===== src/rtl/wbh_clkctl_pkg.sv =====
// Shared definitions for the wb_host clock/control register bank.
// Holds the channel FSM state type, the CH_CTRL field layout and the
// address helpers for the two read-only registers that follow the channel
// registers.
package wbh_clkctl_pkg;

  typedef enum logic [1:0] {
    OFF   = 2'd0,
    LOAD  = 2'd1,
    RUN   = 2'd2,
    DRAIN = 2'd3
  } chan_st_e;

  // CH_CTRL layout: divider in the low bits, enable at bit 16.
  localparam int EN_BIT = 16;

  // STATUS sits right after the last channel register, ACTIVE_EN after it.
  function automatic int status_addr(input int nch);
    return nch;
  endfunction

  function automatic int active_en_addr(input int nch);
    return nch + 1;
  endfunction

endpackage


===== src/rtl/wbh_clk_chan.sv =====
// One clock-enable channel: shadow register, reconfiguration FSM, divider
// and drain counter.
// Ports:
//   mclk, reset_n      clock, asynchronous active-low reset
//   wr                 one-cycle write strobe for this channel's CH_CTRL
//   wr_div/wr_div_mask divider write data and per-bit byte-enable mask
//   wr_en_val/_mask    enable write data and its byte-enable
//   shadow_div/_en     programmed (shadow) configuration, for readback
//   active_en          enable currently in effect
//   pending            a write is waiting to be applied
//   state              FSM state (debug visibility)
//   gate               clock-gate enable, high only in RUN
//   div_en             divided clock-enable pulse
module wbh_clk_chan
  import wbh_clkctl_pkg::*;
#(
  parameter int               DIV_W     = 8,
  parameter int               GATE_WAIT = 4,
  parameter logic [DIV_W-1:0] RST_DIV   = '0,
  parameter logic             RST_EN    = 1'b1
) (
  input  logic             mclk,
  input  logic             reset_n,
  input  logic             wr,
  input  logic [DIV_W-1:0] wr_div,
  input  logic [DIV_W-1:0] wr_div_mask,
  input  logic             wr_en_val,
  input  logic             wr_en_mask,
  output logic [DIV_W-1:0] shadow_div,
  output logic             shadow_en,
  output logic             active_en,
  output logic             pending,
  output chan_st_e         state,
  output logic             gate,
  output logic             div_en
);

  localparam int WC_W = (GATE_WAIT > 1) ? $clog2(GATE_WAIT) : 1;
  localparam logic [WC_W-1:0] WAIT_LAST = WC_W'(GATE_WAIT - 1);

  logic [DIV_W-1:0] active_div;
  logic [DIV_W-1:0] cnt;
  logic [DIV_W-1:0] cnt_nxt;
  logic [WC_W-1:0]  wait_cnt;

  // cnt holds the position within the current period; it restarts at the
  // terminal value so it never runs past active_div.
  assign cnt_nxt = (cnt == active_div) ? '0 : cnt + 1'b1;

  // div_en is registered: it is computed for the cycle being entered, so
  // a write landing on this edge already suppresses the next pulse.
  always_ff @(posedge mclk or negedge reset_n) begin
    if (!reset_n) begin
      shadow_div <= RST_DIV;
      shadow_en  <= RST_EN;
      active_div <= RST_DIV;
      active_en  <= RST_EN;
      pending    <= 1'b0;
      cnt        <= '0;
      wait_cnt   <= '0;
      state      <= RST_EN ? RUN : OFF;
      gate       <= RST_EN;
      div_en     <= 1'b0;
    end else begin
      div_en <= 1'b0;
      case (state)
        OFF: begin
          cnt  <= '0;
          gate <= 1'b0;
          if (pending) begin
            pending <= 1'b0;
            if (shadow_en) state <= LOAD;
          end
        end
        LOAD: begin
          active_div <= shadow_div;
          active_en  <= shadow_en;
          cnt        <= '0;
          pending    <= 1'b0;
          if (shadow_en) begin
            state  <= RUN;
            gate   <= 1'b1;
            div_en <= (shadow_div == '0) && !wr;
          end else begin
            state <= OFF;
            gate  <= 1'b0;
          end
        end
        RUN: begin
          if (pending) begin
            state    <= DRAIN;
            gate     <= 1'b0;
            cnt      <= '0;
            wait_cnt <= '0;
          end else begin
            cnt    <= cnt_nxt;
            div_en <= (cnt_nxt == active_div) && !wr;
          end
        end
        DRAIN: begin
          gate <= 1'b0;
          if (wait_cnt == WAIT_LAST) state <= LOAD;
          else wait_cnt <= wait_cnt + 1'b1;
        end
      endcase
      // A write always re-arms pending, overriding any clear above.
      if (wr) begin
        shadow_div <= (shadow_div & ~wr_div_mask) | (wr_div & wr_div_mask);
        if (wr_en_mask) shadow_en <= wr_en_val;
        pending <= 1'b1;
      end
    end
  end

endmodule


===== src/rtl/wbh_clkctl_reg.sv =====
// Clock/control register bank: NCH independent clock-enable channels with
// programmable integer dividers and glitch-free reconfiguration.
// Ports:
//   mclk, reset_n        clock, asynchronous active-low reset
//   reg_cs/wr/addr/      reg bus request (select, direction, word address,
//   wdata/be             write data, byte enables)
//   reg_rdata, reg_ack   registered read data, single-cycle acknowledge
//   clk_div_en           per-channel divided clock-enable pulse
//   clk_gate_en          per-channel clock-gate enable
//   cfg_busy             per-channel reconfiguration in progress
module wbh_clkctl_reg
  import wbh_clkctl_pkg::*;
#(
  parameter int               NCH       = 4,
  parameter int               DIV_W     = 8,
  parameter int               GATE_WAIT = 4,
  parameter int               AW        = 4,
  parameter logic [DIV_W-1:0] RST_DIV   = '0,
  parameter logic [NCH-1:0]   RST_EN    = '1
) (
  input  logic           mclk,
  input  logic           reset_n,
  input  logic           reg_cs,
  input  logic           reg_wr,
  input  logic [AW-1:0]  reg_addr,
  input  logic [31:0]    reg_wdata,
  input  logic [3:0]     reg_be,
  output logic [31:0]    reg_rdata,
  output logic           reg_ack,
  output logic [NCH-1:0] clk_div_en,
  output logic [NCH-1:0] clk_gate_en,
  output logic [NCH-1:0] cfg_busy
);

  localparam logic [AW-1:0] STATUS_A = AW'(status_addr(NCH));
  localparam logic [AW-1:0] ACTEN_A  = AW'(active_en_addr(NCH));

  // Bus handshake: reg_cs is a request held by the host; the block accepts
  // it on the first edge where reg_ack is low, committing a write or
  // capturing read data on that edge and raising reg_ack for exactly one
  // cycle. The request seen while reg_ack is high is not accepted again,
  // so every access takes two cycles.
  logic access;
  logic wr_stb;
  assign access = reg_cs && !reg_ack;
  assign wr_stb = access && reg_wr;

  // Byte enable b/8 governs divider bit b.
  logic [DIV_W-1:0] div_mask;
  for (genvar b = 0; b < DIV_W; b++) begin : g_mask
    assign div_mask[b] = reg_be[b/8];
  end

  logic [DIV_W-1:0] sh_div [NCH];
  logic [NCH-1:0]   sh_en;
  logic [NCH-1:0]   act_en;
  logic [NCH-1:0]   pend;
  chan_st_e         ch_state [NCH];

  for (genvar g = 0; g < NCH; g++) begin : g_chan
    wbh_clk_chan #(
      .DIV_W    (DIV_W),
      .GATE_WAIT(GATE_WAIT),
      .RST_DIV  (RST_DIV),
      .RST_EN   (RST_EN[g])
    ) u_chan (
      .mclk       (mclk),
      .reset_n    (reset_n),
      .wr         (wr_stb && (reg_addr == AW'(g))),
      .wr_div     (reg_wdata[DIV_W-1:0]),
      .wr_div_mask(div_mask),
      .wr_en_val  (reg_wdata[EN_BIT]),
      .wr_en_mask (reg_be[2]),
      .shadow_div (sh_div[g]),
      .shadow_en  (sh_en[g]),
      .active_en  (act_en[g]),
      .pending    (pend[g]),
      .state      (ch_state[g]),
      .gate       (clk_gate_en[g]),
      .div_en     (clk_div_en[g])
    );
    assign cfg_busy[g] = pend[g] | (ch_state[g] == LOAD) | (ch_state[g] == DRAIN);
  end

  logic [31:0] rd_mux;
  always_comb begin
    rd_mux = '0;
    for (int i = 0; i < NCH; i++) begin
      if (reg_addr == AW'(i)) begin
        rd_mux[DIV_W-1:0] = sh_div[i];
        rd_mux[EN_BIT]    = sh_en[i];
      end
    end
    if (reg_addr == STATUS_A) rd_mux = 32'(cfg_busy);
    if (reg_addr == ACTEN_A)  rd_mux = 32'(act_en);
  end

  always_ff @(posedge mclk or negedge reset_n) begin
    if (!reset_n) begin
      reg_ack   <= 1'b0;
      reg_rdata <= '0;
    end else begin
      reg_ack <= access;
      if (access && !reg_wr) reg_rdata <= rd_mux;
    end
  end

  // Upper write-data bits and unused byte enables carry no register state.
  logic unused_bus;
  assign unused_bus = ^{reg_wdata, reg_be};

endmodule


===== config.mk =====
export PLATFORM = sky130hd
export DESIGN_NAME = wbh_clkctl_reg
export DESIGN_NICKNAME = d
export VERILOG_FILES = /design/src/rtl/wbh_clkctl_pkg.sv /design/src/rtl/wbh_clk_chan.sv /design/src/rtl/wbh_clkctl_reg.sv
export SDC_FILE = /design/constraint.sdc
export NUM_CORES = 1
export LEC_CHECK = 0
export ABC_AREA = 1
export BUFFER_PORTS_ARGS = -buffer_cell sky130_fd_sc_hd__buf_2
export CAP_MARGIN = 5
export CORE_ASPECT_RATIO = 0.75
export CORE_MARGIN = 1.5
export CORE_UTILIZATION = 35
export CTS_CLUSTER_DIAMETER = 150
export CTS_CLUSTER_SIZE = 12
export DETAILED_ROUTE_END_ITERATION = 8
export MAX_ROUTING_LAYER = met4
export PLACE_DENSITY = 0.61
export SLEW_MARGIN = 20
export SYNTH_ARGS = -nofsm -noshare
export SYNTH_HDL_FRONTEND = slang
export SYNTH_SLANG_ARGS = --single-unit

===== constraint.sdc =====
create_clock -name mclk -period 2.2 [get_ports mclk]
set_input_delay 0.44 -clock mclk [delete_from_list [all_inputs] [get_ports mclk]]
set_output_delay 0.44 -clock mclk [all_outputs]
set_load 0.01 [all_outputs]

==> run_results.csv, run 1 <==
group,metric,value,unit
logic_synthesis,synth.most_common_cell,"nand2_1",
drt,drt-met1-wl,10900,um
final_layout,diodes,0,
logic_synthesis,synthCells,1051,
sta,fin_setup_tns,0,ns
logic_synthesis,ys_seq_area_share,44.3,%
drt,wl,20200,um
worst_setup_path,worstPathArrival,1.69,ns
logic_synthesis,yosysTopAreaCell,"dfrtp_1",
drt,top_layer,"met4",
global_routing,grt_max_degree,59,
worst_setup_path,cp.depth,5,
floorplanning,io_pins,89,
global_routing,grtUsageTotal,18.0,%
floorplanning,die_w,178,um
floorplanning,die_y,135,um
drt,wl_per_cell,14.4,um
worst_setup_path,cpLargestDelayFamily,"flip-flops",
worst_setup_path,endpoint,"cfg_busy[3]",
sta,min_period,2.13,ns
cts,root_buffer,"clkbuf_16",
place,hpwl,15200,um
floorplanning,start_util,36.1,%
drt,dr_wl_met3,1690,um
sta,hold_viol_final,0,
sta,max_slew.worst_pin.slew,0.540,ns
logic_synthesis,synthesis.area,0.00808,mm^2
logic_synthesis,ys_types,33,
floorplanning,core_area,0.0223,mm^2
final_layout,syn_to_final_growth,13.9,%
worst_hold_path,hold_depth,3,
drt,via_count,6733,
logic_synthesis,yosys.area.top_type_share,39.0,%
worst_setup_path,start_kind,"register",
cts,cts_max_path_buffers,2,
global_routing,antenna_found_initial,0,
global_routing,grt_pass1_vias,6180,
place,routabilityCongestion,0.875,
pwr,ir_drop,561,uV
sta,setup_ws,0.0741,ns
worst_setup_path,worstPathMaxFanout,5,
floorplanning,rows,47,
cts,cts_tree,"done",
logic_synthesis,avgSynthCellArea,7.68,um^2
drt,drt_pass1_iterations,5,
final_layout,finalNetCount,1173,
cts,clk_pin_slew,0.06,ns
logic_synthesis,ys_async_sr_fraction,100,%
worst_setup_path,r2r-start,"g_chan[1].u_chan.cnt[0]",
drt,drtIter0Drc,555,
worst_setup_path,critPathSlowestCell,"dfstp_2",
place,io_buffers,40,
worst_setup_path,worstSetupPathType,"register to output port",
worst_setup_path,cpMostUsedCell,"inv_1",
cts,clock_sinks,142,
final_layout,drive_above_1_share,9.82,%
worst_setup_path,rrSetupSlack,0.30,ns
final_layout,final_util,41.1,%
sta,fin_crit_sh,96.6,%
logic_synthesis,ys.flop_type,"dfrtp_1",
sta,relSlewSlack,64.0,%
logic_synthesis,synth_edf_count,0,
floorplanning,dieArea,0.0240,mm^2
final_layout,multi_input_area,0.00372,mm^2
worst_setup_path,path_buf_inv,3,
sta,fmax,0.470,GHz
global_routing,grt_first_pass_wirelength,32600,um
pwr,p_leak,4.57,nW
cts,cts_buffers,17,
worst_setup_path,max_stage_delay,0.57,ns
drt,viasPerCell,4.80,
worst_setup_path,endpoint_kind,"output port",
global_routing,grt-ovfl-total,0,
worst_setup_path,rr_worst_depth,12,
worst_hold_path,hold_path.class,"input pin to register",
cts,clock_latency,0.42,ns
worst_setup_path,required,1.76,ns
logic_synthesis,yosys-top-cells-area,"dfrtp_1, nand2_1, inv_1",
sta,finalSetupViolCount,0,
cts,htreeDepth,4,
worst_setup_path,cp-startpoint,"g_chan[3].u_chan.state[1]",
outcome,status,"completed",
place,dp_slack,0.239,ns
drt,antenna_left,0,
cts,cts_setup_buffers,0,
worst_setup_path,path_cells,"inv_1 > ha_1 > inv_1 > nand3_4 > buf_2",
final_layout,n_fill_cell,2277,
drt,drc,0,
logic_synthesis,synth_common_cells,"nand2_1, inv_1, dfrtp_1",
sta,slew_viol_final,0,
logic_synthesis,synth_seq_cells,142,
sta,rsz0062_at_grt,"false",
drt,met2WireLength,7530,um
final_layout,ff_latch_area,0.00357,mm^2
sta,fin_skew,0.0124,ns
pwr,power_density,1030,mW/mm^2
run,cap_violations,0,
worst_setup_path,r2r-end,"g_chan[1].u_chan.div_en",
logic_synthesis,yosysWarnings,0,
==> where the power goes <==
group	switching (mW)	internal (mW)	leakage, nW
Sequential	0.450	3.10	1.87
Clock	1.12	2.04	0.311
Combinational	1.85	0.921	2.39
Total	3.42	6.06	4.57
==> cells in the final DEF, fill, tap and decap left out, types with 3 or more instances in the layout <==
master     instances
clkinv_2           3
nand3_1           69
o22ai_1           22
nand4_1            5
o21a_1             4
nor2_1            62
buf_4              9
clkbuf_1           3
a21oi_1           13
nand2_1          310
bufinv_16          5
buf_2             39
clkbuf_16         17
conb_1            23
xnor2_1           16
inv_1            150
nand2_2            5
o2111ai_1          3
o21ai_0          112
dfrtp_1          126
a221oi_1           5
nor4_1             8
ha_1              32
dfstp_2           16
xor2_1            24
a211oi_1           3
==> worst min-delay path, delay by kind of cell <==
kind	cells	cell delay, ns
simple gates	1	0.05
buf+inv	2	0.15
==> worst min path at each step <==
stage            start                             end  slack [ns]
6_report        reg_cs                         reg_ack        0.27
5_1_grt         reg_cs                         reg_ack        0.28
4_1_cts         reg_cs                         reg_ack        0.26
3_5_place_dp   reset_n  g_chan[1].u_chan.active_div[2]        0.40
3_3_place_gp   reset_n  g_chan[1].u_chan.active_div[2]        0.40
2_1_floorplan  reset_n      asynchronous set/reset pin        0.14
==> per-stage QoR <==
step           instance area (um^2)  cells  hold slack [ns]  total power, mW
2_1_floorplan                  8160   1073            0.144             5.56
3_3_place_gp                   8510   1371            0.402             6.25
3_5_place_dp                   8510   1371            0.405             6.29
4_1_cts                        9170   1404            0.265             9.49
5_1_grt                        9190   1404            0.281             10.1
6_report                       9190   1404            0.273             9.48
==> kinds of logic (layout without fill, tap and decap cells) <==
| logic type | Yosys count | count (layout) | share of synthesized area (%) |
|---|---|---|---|
| flip-flops | 142 | 142 | 44.3 |
| XOR/XNOR | 40 | 40 | 4.34 |
| other | 1 | 23 | 0.0464 |
| AO/OA/AOI/OAI | 171 | 171 | 11.8 |
| buffers and inverters | 198 | 235 | 11.1 |
| AND/OR/NAND/NOR | 467 | 467 | 23.6 |
| adder cells (fa/ha/maj) | 32 | 32 | 4.96 |
==> area by class of cell <==
cell class | instances | share of cell area, %
timing repair buffer | 52 | 3.52
multi-input combinational | 733 | 40.5
sequential | 142 | 38.9
tap | 294 | 4.00
clock inverter | 11 | 2.07
clock buffer | 21 | 4.90
inverter | 151 | 6.16
==> per-layer routing <==
metal,track usage (%),vias up
li1,-,3402
met1,29.2,3125
met2,22.0,194
met3,3.94,12
met4,3.80,0
met5,-,-
==> what timing repair did <==
| action | 4_1_cts | 5_1_grt |
|---|---|---|
| hold buffers | 1 | 0 |
| gates resized for setup | 2 | 4 |
| endpoints found under the hold margin | 36 | 0 |
| setup endpoints to repair | 2 | 3 |
No activity file was read; power rests on OpenSTA's default activity.
==> inputs of run 2 (changes only) <==
CAP_MARGIN = not set   (was 5)
MAX_ROUTING_LAYER = not set   (was met4)
==> run 2 against run 1 <==
  * Sequential share of layout area stayed put
  * Combinational power hardly changed
  * Largest power group unchanged
  * Sequential power hardly changed
  * Cell count stayed put
  * Clock skew hardly changed
  * Flip-flop and latch count stayed put
  * Routed wire length stayed put
  * Clock power hardly changed
  * Utilization stayed put
  * Hold slack worse by 0.0018 ns
  * Register-to-register slack hardly changed
==> run_results.csv, run 2 (synthesis gave the netlist of run 1 again) <==
group,metric,value,unit
outcome,status,"completed",
cts,cts_tree,"done",
cts,clock_sinks,142,
sta,holdWs,0.271,ns
final_layout,diodes,0,
global_routing,grtUsageTotal,17.5,%
sta,finalSetupViolCount,0,
sta,fin_crit_sh,96.7,%
cts,cts_buffers,17,
pwr,power_frac_clock,33.3,%
worst_setup_path,cp-startpoint,"g_chan[3].u_chan.state[1]",
worst_setup_path,worstPathMaxFanout,5,
worst_setup_path,endpoint,"cfg_busy[3]",
floorplanning,rows,47,
cts,cts_max_path_buffers,2,
cts,clock_latency,0.42,ns
worst_hold_path,hold_path.class,"input pin to register",
final_layout,syn_to_final_growth,13.9,%
worst_setup_path,path_buf_inv,3,
final_layout,fin_area,0.00919,mm^2
place,routabilityCongestion,0.862,
sta,fin_setup_tns,0,ns
floorplanning,die_y,135,um
pwr,p_sw_share,36.1,%
worst_setup_path,cp.depth,5,
final_layout,finalNetCount,1173,
final_layout,drive_above_1_share,9.82,%
cts,htreeDepth,4,
worst_setup_path,cpLargestDelayFamily,"flip-flops",
drt,drc,0,
cts,root_buffer,"clkbuf_16",
worst_setup_path,start_kind,"register",
pwr,comb_power_share,29.3,%
pwr,p_int,6.06,mW
floorplanning,dieArea,0.0240,mm^2
drt,drt_pass1_iterations,5,
drt,wl,20200,um
worst_setup_path,critPathSlowestCell,"dfstp_2",
drt,viasPerCell,4.83,
floorplanning,io_pins,89,
worst_setup_path,endpoint_kind,"output port",
cts,cts_setup_buffers,0,
run,cap_violations,0,
worst_setup_path,r2r-end,"g_chan[1].u_chan.div_en",
global_routing,grt_pass1_vias,6184,
sta,slew_viol_final,0,
sta,fin_skew,0.0122,ns
global_routing,antenna_found_initial,0,
drt,antenna_left,0,
place,io_buffers,40,
drt,drtIter0Drc,574,
final_layout,final_util,41.1,%
drt,via_count,6775,
sta,min_period,2.13,ns
worst_setup_path,max_stage_delay,0.57,ns
sta,relSlewSlack,64.0,%
floorplanning,start_util,36.1,%
worst_setup_path,worstSetupPathType,"register to output port",
pwr,ir_drop,566,uV
worst_setup_path,rr_worst_depth,12,
global_routing,grt_max_degree,59,
pwr,power_density,1030,mW/mm^2
worst_setup_path,rrSetupSlack,0.30,ns
cts,clk_pin_slew,0.06,ns
floorplanning,core_area,0.0223,mm^2
worst_setup_path,worstPathArrival,1.69,ns
pwr,p_leak,4.57,nW
worst_setup_path,required,1.76,ns
worst_setup_path,cpMostUsedCell,"inv_1",
final_layout,layout_commonest_cell,"nand2_1",
global_routing,grt_first_pass_wirelength,32600,um
final_layout,n_fill_cell,2277,
place,hpwl,15200,um
pwr,power.switching,3.42,mW
sta,max_slew.worst_pin.slew,0.540,ns
worst_setup_path,path_cells,"inv_1 > ha_1 > inv_1 > nand3_4 > buf_2",
worst_setup_path,r2r-start,"g_chan[1].u_chan.cnt[0]",
floorplanning,die_w,178,um
drt,wl_per_cell,14.4,um
pwr,p_seq_share,37.4,%
final_layout,layout_common_cells,"nand2_1, inv_1, dfrtp_1, o21ai_0, nand3_1",
sta,fmax,0.470,GHz
sta,rsz0062_at_grt,"false",
global_routing,grt-ovfl-total,0,
sta,hold_viol_final,0,
place,placed_area,0.00851,mm^2
==> run 2: cell counts in the layout (fill, tap and decap cells not counted) <==
No cell type changed its count.
==> run 2: how the worst min path moves through the flow <==
| stage | from | end | cells after the start |
|---|---|---|---|
| 4_1_cts | reg_cs | reg_ack | 3 |
| 5_1_grt | reg_cs | reg_ack | 3 |
| 6_report | reg_cs | reg_ack | 3 |
| 3_5_place_dp | reset_n | g_chan[1].u_chan.active_div[2] | 1 |
| 3_3_place_gp | reset_n | g_chan[1].u_chan.active_div[2] | 1 |
| 2_1_floorplan | reset_n | asynchronous set/reset pin | 0 |
==> run 2: worst reg2reg max path: stages (launching register included) <==
cell and delay, ns:
dfrtp_1 0.43, ha_1 0.21, nand3_1 0.16, nor2_1 0.15, xor2_1 0.20, nand2_1 0.10
nand2_1 0.08, nand2_1 0.04, nor2_1 0.09, nand2_1 0.08, nor2_1 0.11, nor2_1 0.06
nor2_1 0.11
==> run 2: timing repair <==
item | CTS | global route
endpoints found under the hold margin | 36 | 0
hold buffers | 1 | 0
setup endpoints to repair | 2 | 3
resized for setup | 2 | 4
==> run 2: layer usage <==
metal | up-vias | track usage (%) | routed length, um
met2 | 198 | 22.0 | 7550
met3 | 12 | 3.86 | 1770
li1 | 3401 | - | -
met5 | - | 0 | 0
met1 | 3164 | 29.1 | 10800
met4 | 0 | 3.80 | 121
==> run 2: final cells by class <==
type                            count  area [um^2]  area share (%)
Multi-Input combinational cell    733         3720            40.5
Sequential cell                   142         3570            38.9
Inverter                          151          567            6.16
Clock buffer                       21          450            4.90
Tap cell                          294          368            4.00
Timing Repair Buffer               52          324            3.52
Clock inverter                     11          190            2.07
==> run 2: power by group through the flow <==
| stage | combinational, mW | sequential (mW) | clock [mW] |
|---|---|---|---|
| finish | 2.78 | 3.55 | 3.16 |
| global route | 3.16 | 3.62 | 3.33 |
| CTS | 2.73 | 3.54 | 3.22 |
| detailed placement | 2.71 | 3.58 | 0 |
| global placement | 2.68 | 3.57 | 0 |
| floorplan | 2.11 | 3.45 | 0 |
==> run 2: stage by stage <==
stage	power [mW]	worst slack, ns	instances
global placement	6.25	0.255	1371
detailed placement	6.29	0.239	1371
global route	10.1	0.00943	1404
floorplan	5.56	0.606	1073
CTS	9.49	0.0404	1404
finish	9.48	0.0722	1404
